$ cat src/rtl/fe_atr_sequencer.sv
// fe_atr_sequencer: per-channel TX/RX front-end switch and PA sequencer.
// Guards PA turn-on with a settle delay and switch release with a hold delay.
module fe_atr_sequencer #(
  parameter int NUM_CH    = 2,
  parameter int SW_WIDTH  = 4,
  parameter int DLY_WIDTH = 16
) (
  input  logic                         clk,
  input  logic                         reset_n,
  input  logic [NUM_CH-1:0]            ch_enable,
  input  logic [NUM_CH-1:0]            tx_active,
  input  logic [NUM_CH-1:0]            rx_active,
  input  logic [NUM_CH*SW_WIDTH-1:0]   cfg_idle,
  input  logic [NUM_CH*SW_WIDTH-1:0]   cfg_rx,
  input  logic [NUM_CH*SW_WIDTH-1:0]   cfg_tx,
  input  logic [NUM_CH*SW_WIDTH-1:0]   cfg_fdx,
  input  logic [DLY_WIDTH-1:0]         tx_on_dly,
  input  logic [DLY_WIDTH-1:0]         tx_off_dly,
  output logic [NUM_CH*SW_WIDTH-1:0]   sw_out,
  output logic [NUM_CH-1:0]            pa_en,
  output logic [NUM_CH-1:0]            tx_led,
  output logic [NUM_CH-1:0]            rx_led,
  output logic [NUM_CH*3-1:0]          state_rb
);

  localparam logic [2:0] S_IDLE   = 3'd0;
  localparam logic [2:0] S_RX     = 3'd1;
  localparam logic [2:0] S_SETTLE = 3'd2;
  localparam logic [2:0] S_ON     = 3'd3;
  localparam logic [2:0] S_HOLD   = 3'd4;

  localparam logic [DLY_WIDTH-1:0] CNT_ONE = 1;

  logic [2:0]           state_q [NUM_CH];
  logic [2:0]           state_d [NUM_CH];
  logic [DLY_WIDTH-1:0] cnt_q   [NUM_CH];
  logic [DLY_WIDTH-1:0] cnt_d   [NUM_CH];

  logic [NUM_CH*SW_WIDTH-1:0] sw_d;
  logic [NUM_CH-1:0]          pa_d;
  logic [NUM_CH-1:0]          txl_d;

  // Next-state and delay counter for every channel
  always_comb begin
    for (int i = 0; i < NUM_CH; i++) begin
      state_d[i] = state_q[i];
      cnt_d[i]   = cnt_q[i];
      if (!ch_enable[i]) begin
        state_d[i] = S_IDLE;
        cnt_d[i]   = '0;
      end else begin
        case (state_q[i])
          S_IDLE, S_RX: begin
            if (tx_active[i]) begin
              state_d[i] = S_SETTLE;
              cnt_d[i]   = tx_on_dly;
            end else if (rx_active[i]) begin
              state_d[i] = S_RX;
            end else begin
              state_d[i] = S_IDLE;
            end
          end
          S_SETTLE: begin
            if (!tx_active[i])
              state_d[i] = rx_active[i] ? S_RX : S_IDLE;
            else if (cnt_q[i] == '0)
              state_d[i] = S_ON;
            else
              cnt_d[i] = cnt_q[i] - CNT_ONE;
          end
          S_ON: begin
            if (!tx_active[i]) begin
              state_d[i] = S_HOLD;
              cnt_d[i]   = tx_off_dly;
            end
          end
          S_HOLD: begin
            if (tx_active[i])
              state_d[i] = S_ON;
            else if (cnt_q[i] == '0)
              state_d[i] = rx_active[i] ? S_RX : S_IDLE;
            else
              cnt_d[i] = cnt_q[i] - CNT_ONE;
          end
          default: begin
            state_d[i] = S_IDLE;
            cnt_d[i]   = '0;
          end
        endcase
      end
    end
  end

  // Output decode from the current state, registered below
  always_comb begin
    sw_d  = '0;
    pa_d  = '0;
    txl_d = '0;
    for (int i = 0; i < NUM_CH; i++) begin
      case (state_q[i])
        S_RX:
          sw_d[i*SW_WIDTH +: SW_WIDTH] = cfg_rx[i*SW_WIDTH +: SW_WIDTH];
        S_SETTLE, S_ON, S_HOLD: begin
          sw_d[i*SW_WIDTH +: SW_WIDTH] = rx_active[i]
            ? cfg_fdx[i*SW_WIDTH +: SW_WIDTH]
            : cfg_tx[i*SW_WIDTH +: SW_WIDTH];
          txl_d[i] = 1'b1;
        end
        default:
          sw_d[i*SW_WIDTH +: SW_WIDTH] = cfg_idle[i*SW_WIDTH +: SW_WIDTH];
      endcase
      pa_d[i] = (state_q[i] == S_ON);
    end
  end

  // Readback exposes the live state register
  always_comb begin
    state_rb = '0;
    for (int i = 0; i < NUM_CH; i++)
      state_rb[i*3 +: 3] = state_q[i];
  end

  // State, counters and pin registers
  always_ff @(posedge clk) begin
    if (!reset_n) begin
      for (int i = 0; i < NUM_CH; i++) begin
        state_q[i] <= S_IDLE;
        cnt_q[i]   <= '0;
      end
      sw_out <= '0;
      pa_en  <= '0;
      tx_led <= '0;
      rx_led <= '0;
    end else begin
      for (int i = 0; i < NUM_CH; i++) begin
        state_q[i] <= state_d[i];
        cnt_q[i]   <= cnt_d[i];
      end
      sw_out <= sw_d;
      pa_en  <= pa_d;
      tx_led <= txl_d;
      rx_led <= rx_active & ch_enable;
    end
  end

endmodule

$ cat config.mk
export PLATFORM = sky130hd
export DESIGN_NAME = fe_atr_sequencer
export DESIGN_NICKNAME = d
export VERILOG_FILES = /design/src/rtl/fe_atr_sequencer.sv
export SDC_FILE = /design/constraint.sdc
export NUM_CORES = 1
export LEC_CHECK = 0
export ABC_AREA = 0
export BUFFER_PORTS_ARGS = -buffer_cell sky130_fd_sc_hd__buf_2
export CAP_MARGIN = 40
export CORE_MARGIN = 2
export CORE_UTILIZATION = 35
export DETAILED_ROUTE_END_ITERATION = 8
export HOLD_SLACK_MARGIN = 0.06
export SYNTH_ARGS = -nofsm -noshare
export SYNTH_HDL_FRONTEND = slang
export SYNTH_SLANG_ARGS = --single-unit
$ cat constraint.sdc
create_clock -name clk -period 6.38 [get_ports clk]
set_input_delay 1.595 -clock clk [delete_from_list [all_inputs] [get_ports clk]]
set_output_delay 1.595 -clock clk [all_outputs]
set_load 0.01 [all_outputs]
==> reports/qor.yml <==
power_and_ir_drop:
  p_seq_share_pct: 45.9
  sw_frac_of_total_pct: 31.4
  cellPowerDensity_nw_per_um2: 180
  switchingPower_mw: 0.238
  p_int_mw: 0.520
  ir_worst_vdd_v: 0.0000812
  p_comb_share_pct: 26.7
  p_clk_share_pct: 27.4
  p_leak_nw: 1.74
yosys:
  syn-num-nets: 547
  synthCells: 473
  ys_seq_area_share_pct: 29.1
  yosysMostFrequentCell: "nor2_1"
  async_flop_share_pct: 0
  synth_ff_type: "dfxtp_1"
  syn_avg_cell_area_um2: 7.58
  synth.area.top_cells: "dfxtp_1 (29%), nor2b_1 (8.0%), a21oi_1 (7.5%)"
  ys_ff_latch: 52
  syn-cell-area_um2: 3580
  synth_cell_types: 65
  synth_top_area_cell: "dfxtp_1"
  netlist.area_leader.share_pct: 29.1
  synth_edf_count: 0
  synth_commonest_cells: "nor2_1 (59), a21oi_1 (54), dfxtp_1 (52)"
  ys_warn_count: 0
worst_setup_path:
  r2r_end: "cnt_q[0][5]"
  r2r_cells: 7
  r2r_start: "cnt_q[0][0]"
  rrSetupSlack_ns: 3.84
  cp.required_ns: 6.62
  critPathArrivalTime_ns: 3.49
  worstPathMaxFanout: 10
  start_kind: "input pin"
  crit_type: "in2reg"
  end_kind: "flip-flop"
cells_and_area:
  fill_cells: 1027
  drive_gt1_share_pct: 23.8
  num_antenna_cells: 0
  area_growth_pct: 17.7
  fin_nets: 617
global_route:
  grt_pass1_wl_mm: 17.7
  grt.overflow.total: 0
  met1_usage_pct: 24.6
  grt_max_degree: 31
  grt_pass1_vias: 3551
  gr-usage-met3_pct: 3.06
  busiest_layer: "met2"
  grt_use_met2_pct: 34.3
  grt_usage_pct: 19.5
  antenna_found_initial: 0
timing:
  period_minus_slack_ns: 3.24
  fin_worst_skew_ns: 0.00762
  fin_setup_tns_ns: 0
  post-route-period-util_pct: 50.8
  hold_viol: 0
  setup_viol: 0
  clock.fmax_mhz: 308
  final_max_slew_viol_count: 0
  tightest_slew_ns: 1.01
  relSlewSlack_pct: 32.2
  fin_hold_ws_ns: 0.480
  rsz0062_at_grt: "no"
flow_run:
  max_cap_viol_count: 0
worst_hold_path:
  hp-start: "cnt_q[0][13]"
  whs_path_depth: 2
  holdPathEnd: "cnt_q[0][13]"
  hp-class: "reg2reg"
clocking:
  cts_buffers: 5
  cts.sinks: 52
  clk_latency_ns: 0.31
  cts_resized: 0
  ctsHoldBuffers: 0
  cts-root-buf: "clkbuf_8"
  cts.clk_slew.worst_paths_ns: 0.09
  post-cts-setup-buffers: 0
  cts.path.max_buffers: 2
  htreeDepth: 2
  cts_tree: "yes"
floorplan:
  io_pins: 92
  start_util_pct: 36.3
  num_rows: 36
  fp.dieH_um: 105
  die_w_um: 105
  core_um2: 9860
  die_area_um2: 11100
drt:
  vias: 3816
  wl_per_cell_um: 16.1
  drc: 0
  antenna_left: 0
  drt_iter0_drc: 227
  viasPerCell: 5.64
  dr.pass1.iters: 6
  wl_mm: 10.9
place:
  place.detailed.hpwl_mm: 8.18
  portBuffers: 91
  gp_congestion: 0.892
outcome:
  status: "complete, no violations"
[layout make-up]
type | count | area (um^2) | share of cell area [%]
flip-flops and latches | 52 | 1040 | 24.7
well taps | 133 | 166 | 3.94
repair buffers | 97 | 548 | 13.0
multi-input cells | 379 | 2340 | 55.4
clock buffers | 7 | 96.3 | 2.28
inverters | 8 | 30.0 | 0.712
[flip-flops by register name, indices dropped and copies added (netlist names)]
| name | cells |
|---|---|
| cnt_q | 32 |
| pa_en | 2 |
| rx_led | 2 |
| state_q | 6 |
| sw_out | 8 |
| tx_led | 2 |
[routing by layer]
layer  share of wire, %  vias to the layer above
li1                   -                     1890
met1                 43                     1810
met2                 51                      101
met3                4.7                       15
met4                1.4                        0
met5                  0                        -
[cell usage in the layout (no fill, tap or decap), drive strengths merged, types with 11 or more instances in the layout]
| cell type | count |
|---|---|
| dfxtp | 52 |
| nor3 | 19 |
| a21oi | 54 |
| o21ai | 23 |
| a31oi | 11 |
| nand3 | 14 |
| mux2i | 11 |
| nor2 | 59 |
| nand2 | 19 |
| buf | 97 |
| nor2b | 46 |
[cells by family (layout without fill, tap and decap cells)]
kind of cell               count (synthesis)  after routing  share of synthesized area (%)
and+or+nand+nor                          208            208                           32.4
AOI/OAI and AO/OA                        154            154                           28.1
DFF                                       52             52                           29.1
buffers and inverters                     42            112                           5.73
muxes                                     11             11                           3.07
xor gates and xnor gates                   4              4                          0.978
adders and majority gates                  2              2                          0.698
[power by group through the flow]
stage | sequential, mW | combinational, mW | clock, mW
final | 0.348 | 0.202 | 0.207
after detailed placement | 0.355 | 0.200 | 0
after global placement | 0.358 | 0.192 | 0
after CTS | 0.348 | 0.201 | 0.212
after floorplan | 0.355 | 0.137 | 0
after global routing | 0.350 | 0.225 | 0.225
[worst max-delay path, cell delays in order]
cell and delay, ns:
buf_2 0.15, or3b_2 0.44, a211oi_1 0.82, o21ai_0 0.22
nand3_1 0.15, o2bb2ai_1 0.11
[how the worst max path moves through the flow]
stage	endpoint	from	slack (ns)	depth (start not counted)
finish	cnt_q[0][24]	tx_active[1]	3.14	6
global route	cnt_q[0][9]	reset_n	3.03	4
CTS	cnt_q[0][30]	tx_active[1]	3.19	6
detailed placement	cnt_q[0][30]	tx_active[1]	2.89	6
global placement	cnt_q[0][28]	tx_active[1]	2.95	6
floorplan	cnt_q[0][25]	tx_active[1]	3.17	8
[through the flow]
stage | instances | setup WS, ns | util, % | power (mW) | area [um^2]
after floorplan | 473 | 3.17 | - | 0.492 | 3580
after global placement | 664 | 2.95 | 40.9 | 0.550 | 4040
after detailed placement | 669 | 2.89 | 41.8 | 0.556 | 4120
after CTS | 676 | 3.19 | 42.8 | 0.761 | 4220
after global routing | 676 | 3.03 | 42.8 | 0.801 | 4220
final | 676 | 3.14 | 42.8 | 0.758 | 4220
Power figures use the tool's default switching activity.
